$ cat config.mk
export PLATFORM = sky130hd
export DESIGN_NAME = pool_layer_1
export DESIGN_NICKNAME = d
export VERILOG_FILES = /design/src/rtl/pool1_pkg.sv /design/src/rtl/pool1_line_buf.sv /design/src/rtl/pool_layer_1.sv
export SDC_FILE = /design/constraint.sdc
export NUM_CORES = 1
export LEC_CHECK = 0
export ABC_AREA = 1
export ABC_CLOCK_PERIOD_IN_PS = 1800
export CAP_MARGIN = 10
export CORE_UTILIZATION = 55
export CTS_CLUSTER_DIAMETER = 60
export CTS_CLUSTER_SIZE = 24
export DETAILED_ROUTE_END_ITERATION = 8
export PLACE_DENSITY_LB_ADDON = 0.12
export SLEW_MARGIN = 10
export SYNTH_ARGS = -nofsm -noshare
export SYNTH_HDL_FRONTEND = slang
export SYNTH_SLANG_ARGS = --single-unit
$ cat constraint.sdc
create_clock -name clk -period 1.8 [get_ports clk]
set_input_delay 0.36 -clock clk [delete_from_list [all_inputs] [get_ports clk]]
set_output_delay 0.36 -clock clk [all_outputs]
set_load 0.03 [all_outputs]
$ cat src/rtl/pool1_pkg.sv
// pool1_pkg -- shared constants and types for the first 2x2 binary max-pool layer.
//   CH          : channel count (one bit per channel)
//   WIDTH_DEF   : default conv1 output columns per row (even)
//   HEIGHT_DEF  : default conv1 output rows per frame (even)
//   POOL_W/H    : pooled frame dimensions at the default size
//   row_state_t : row phase FSM (even rows store pairs, odd rows emit)
package pool1_pkg;

    localparam int CH         = 8;
    localparam int WIDTH_DEF  = 26;
    localparam int HEIGHT_DEF = 26;
    localparam int POOL_W     = WIDTH_DEF / 2;
    localparam int POOL_H     = HEIGHT_DEF / 2;

    typedef enum logic {
        ROW_EVEN = 1'b0,
        ROW_ODD  = 1'b1
    } row_state_t;

endpackage

$ cat src/rtl/pool1_line_buf.sv
// pool1_line_buf -- one-row buffer of horizontally pooled pairs.
//   clk    : clock, writes on rising edge
//   we     : write enable
//   waddr  : write entry (pair index, col>>1)
//   wdata  : CH-bit pair written from an even row
//   raddr  : read entry, asynchronous
//   rdata  : CH-bit pair stored by the preceding even row
// Contents are not reset: every entry is written in an even row before the
// odd row that reads it.
module pool1_line_buf #(
    parameter int DEPTH = pool1_pkg::POOL_W,
    parameter int CH    = pool1_pkg::CH,
    parameter int AW    = $clog2(DEPTH)
) (
    input  logic          clk,
    input  logic          we,
    input  logic [AW-1:0] waddr,
    input  logic [CH-1:0] wdata,
    input  logic [AW-1:0] raddr,
    output logic [CH-1:0] rdata
);

    logic [CH-1:0] mem [DEPTH];

    always_ff @(posedge clk) begin
        if (we) begin
            mem[waddr] <= wdata;
        end
    end

    assign rdata = mem[raddr];

endmodule

$ cat src/rtl/pool_layer_1.sv
// pool_layer_1 -- 2x2 binary max-pool (bitwise OR) over a streamed conv1 frame.
//   clk              : clock
//   rst              : asynchronous active-high reset
//   conv1_in         : one bit per channel, bit k = channel k+1
//   valid_in         : conv1_in carries a sample this cycle
//   pool1_out        : pooled bits, held between pulses
//   valid_out_pool1  : one-cycle pulse per pooled pixel
//   frame_done_pool1 : pulses together with the last pooled pixel of a frame
//   row_state        : debug view of the row phase FSM
// Handshake: valid-only. A sample is accepted on every rising edge with
// valid_in=1; there is no ready, the block never stalls its producer, and
// its consumer must take every valid_out_pool1 pulse.
module pool_layer_1
    import pool1_pkg::*;
#(
    parameter int WIDTH  = pool1_pkg::WIDTH_DEF,
    parameter int HEIGHT = pool1_pkg::HEIGHT_DEF,
    parameter int CH     = pool1_pkg::CH
) (
    input  logic          clk,
    input  logic          rst,
    input  logic [CH-1:0] conv1_in,
    input  logic          valid_in,
    output logic [CH-1:0] pool1_out,
    output logic          valid_out_pool1,
    output logic          frame_done_pool1,
    output row_state_t    row_state
);

    localparam int CW = $clog2(WIDTH);
    localparam int RW = $clog2(HEIGHT);
    localparam int PW = WIDTH / 2;
    localparam int AW = $clog2(PW);

    row_state_t    state_q, state_d;
    logic [CW-1:0] col_q, col_d;
    logic [RW-1:0] row_q, row_d;
    logic [CH-1:0] hold_q;
    logic [CH-1:0] pair;
    logic [CH-1:0] lb_rdata;
    logic [AW-1:0] lb_addr;
    logic          col_last;
    logic          row_last;
    logic          lb_we;
    logic          emit;

    assign col_last = (col_q == CW'(WIDTH - 1));
    assign row_last = (row_q == RW'(HEIGHT - 1));
    // Horizontal max of the current column pair; meaningful on odd columns.
    assign pair     = hold_q | conv1_in;
    assign lb_addr  = AW'(col_q >> 1);
    assign row_state = state_q;

    // Read and write share the address: an even row only writes and an odd
    // row only reads, so they never collide on the same row.
    pool1_line_buf #(
        .DEPTH (PW),
        .CH    (CH),
        .AW    (AW)
    ) u_line_buf (
        .clk   (clk),
        .we    (lb_we),
        .waddr (lb_addr),
        .wdata (pair),
        .raddr (lb_addr),
        .rdata (lb_rdata)
    );

    always_comb begin
        state_d = state_q;
        col_d   = col_q;
        row_d   = row_q;
        lb_we   = 1'b0;
        emit    = 1'b0;
        if (valid_in) begin
            if (col_last) begin
                col_d   = '0;
                row_d   = row_last ? '0 : row_q + 1'b1;
                state_d = (state_q == ROW_EVEN) ? ROW_ODD : ROW_EVEN;
            end else begin
                col_d = col_q + 1'b1;
            end
            if (col_q[0]) begin
                case (state_q)
                    ROW_EVEN: lb_we = 1'b1;
                    ROW_ODD:  emit  = 1'b1;
                    default:  lb_we = 1'b0;
                endcase
            end
        end
    end

    always_ff @(posedge clk or posedge rst) begin
        if (rst) begin
            state_q          <= ROW_EVEN;
            col_q            <= '0;
            row_q            <= '0;
            hold_q           <= '0;
            pool1_out        <= '0;
            valid_out_pool1  <= 1'b0;
            frame_done_pool1 <= 1'b0;
        end else begin
            state_q          <= state_d;
            col_q            <= col_d;
            row_q            <= row_d;
            valid_out_pool1  <= emit;
            frame_done_pool1 <= emit && row_last && col_last;
            if (valid_in && !col_q[0]) begin
                hold_q <= conv1_in;
            end
            if (emit) begin
                pool1_out <= lb_rdata | pair;
            end
        end
    end

endmodule

==> out/results.txt <==
CTS clk-pin slew, worst paths - 0.06 ns
reg2reg end - u_line_buf.mem[1][3]$_DFFE_PP_
pre-CTS WS - -0.267 ns
Synth warnings - 0
setup TNS - 0 ns
pin count of the biggest net entering global routing - 30
f_max - 584 MHz
dpl cell area - 0.00639 sq mm
fin. max-slew vios - 0
CP delay by family, top - buffers and inverters
site row count - 37
P&R area growth vs syn - 18.6%
critical path data required time - 1.44 ns
antenna cells - 0
total vias in the final route - 3967
core region area - 0.0103 sq mm
post-route cell area - 0.00696 sq mm
CTS tree - built
average size of a mapped cell - 10.3 sq um
Netlist Area Pre-Place - 0.00587 sq mm
Worst Path Buf+Inv - 1
CP Launch Type - flip-flop
Initial DRT Pass Iterations - 4
RSZ-0062 raised after global routing - no
Post-Layout Cell Count - 775
commonest cells after routing, fill and taps aside - nand2_1, edfxtp_1, buf_4
Final period util - 95.1%
hpwl dp - 8.31 mm
Worst R2R Path Depth - 4
initial antenna violation count - 0
routed len/inst - 15.9 microns
Hold Buf Count CTS - 0
CTS root buffer - clkbuf_8
Die H - 105 microns
Peak VDD IR - 684 uV
Mapped Cells - 569
Slowest cell on crit path - dlygate4sd2_1
post-layout util - 67.4%
Syn Nets - 584
Worst EP arrival - 1.35 ns
FF-to-FF setup slack - 0.13 ns
Worst Path Class, Setup - reg2out
Yosys top cell by area - edfxtp_1
fin nets - 642
vias in the first global route - 3969
worst relative slew slack - 75.1%
# IOs - 22
Detailed Route WL - 12.3 mm
Final Hold Vio Count - 0
Least-Margin Pin Slew - 0.373 ns
Unique masters post-synth - 34
DRC errors left - 0
clk_skew - 0.00653 ns
most common cell after layout, fill and taps aside - nand2_1
Critical Path Fanout Max - 4
Overall Power - 10.7 mW
CTS Buf Count - 17
first-pass GRT wire length - 19.9 mm
CTS max path bufs - 2
CTS H-tree lvls - 4
crit-path cells - dlygate4sd2_1
Routed Antenna Nets - 0
top cell type's share of synthesized area - 53.2%
grt total ovfl - 0
post-synthesis sequential area ratio - 65.6%
Initial Util - 56.9%
CTS sink count - 133
clk_lat worst skew - 0.52 ns
FF-to-FF Start - col_q[1]$_DFFE_PP0P_
final setup fails - 0
Max-Cap Viols - 0
fraction of layout cells with a size suffix above 1 - 17.4%
Worst setup EP type - primary output
Via-to-Cell Ratio - 5.12
Yosys reg bits - 133
fin worst setup slack - 0.0888 ns
PwrDens - 1540 mW/mm^2
Area contributors post-synth - edfxtp_1, nand2_1, dfrtp_1
GRT Overall Usage - 24.6%
Hold WS - 0.223 ns
status - finished clean
Largest stage delay, worst path - 0.42 ns
number of port buffers - 21
worst hold path class - in2async
chip width - 105 microns
die area - 0.0111 sq mm
leakage - 2.98 nW
1st-iter DRT viols - 351
Final min period - 1.71 ns
placed cells - 744
gp weighted congestion - 0.854
==> cell type report <==
| class | count | area [sq um] |
|---|---|---|
| Clock buffer | 20 | 425 |
| Clock inverter | 11 | 159 |
| Fill cell | 783 | 3360 |
| Inverter | 35 | 138 |
| Multi-Input combinational cell | 383 | 1740 |
| Sequential cell | 133 | 3850 |
| Tap cell | 136 | 170 |
| Timing Repair Buffer | 57 | 479 |
==> how the worst max path moves through the flow <==
stage,startpoint,end,slack (ns),cells past startpoint
floorplan,col_q[2]$_DFFE_PP0P_,u_line_buf.mem[1][0]$_DFFE_PP_,-0.08,4
global placement,valid_in,u_line_buf.mem[4][3]$_DFFE_PP_,-0.24,6
detailed placement,valid_in,u_line_buf.mem[3][6]$_DFFE_PP_,-0.27,6
CTS,row_state$_DFFE_PP0P_,row_state,0.06,1
global route,col_q[1]$_DFFE_PP0P_,u_line_buf.mem[1][2]$_DFFE_PP_,0.03,4
finish,row_state$_DFFE_PP0P_,row_state,0.09,1
==> registers in the layout, indices dropped and copies added, names as in the netlist <==
name and count:
u_line_buf.mem 104, hold_q 8, pool1_out 8, col_q 5
row_q 5, frame_done_pool1 1, row_state 1, valid_out_pool1 1
==> power by group <==
group          internal (mW)  switching [mW]
logic                   1.09            2.28
clock network           2.22            1.16
registers               3.72           0.236
total                   7.04            3.68
==> routing by layer <==
layer | track usage [%] | share of wire (%)
met5 | 0 | 0
met4 | 8.25 | 0.91
met3 | 6.18 | 5.5
met2 | 39.9 | 49
met1 | 32.4 | 45
==> logic make-up (layout without fill, tap and decap cells) <==
group | Yosys count | after routing | synth area share (%)
simple gates | 359 | 359 | 26.0
fa+ha+maj | 4 | 4 | 0.853
mux | 5 | 5 | 0.959
compound gates | 11 | 11 | 1.11
flops | 133 | 133 | 65.6
buf+inv | 53 | 123 | 4.95
xor+xnor | 4 | 4 | 0.597
==> synthesized netlist by cell type <==
cell,number
ha_1,4
buf_1,1
nand2_1,273
xor2_1,3
o31ai_1,1
inv_6,1
buf_2,2
nand3_1,10
buf_6,7
o22ai_1,2
edfxtp_1,104
inv_1,24
nor4_2,1
nor2_8,1
nand2_2,2
nand4_1,2
a21oi_1,1
nor2_2,9
nor3_1,16
mux2_2,5
nor2_4,2
o21ai_1,5
xnor2_1,1
clkinv_2,1
nand3_4,1
a31o_2,1
buf_4,8
or2_2,16
inv_2,6
nand4_4,1
dfrtp_1,29
nor2_1,25
a31oi_1,1
clkinv_1,3
==> what timing repair did <==
item | 4_1_cts | 5_1_grt
buffers inserted | 0 | 0
gates resized for setup | 11 | 0
endpoints found under the setup margin | 11 | 0
Note: power is estimated with default switching activity, not from simulation.
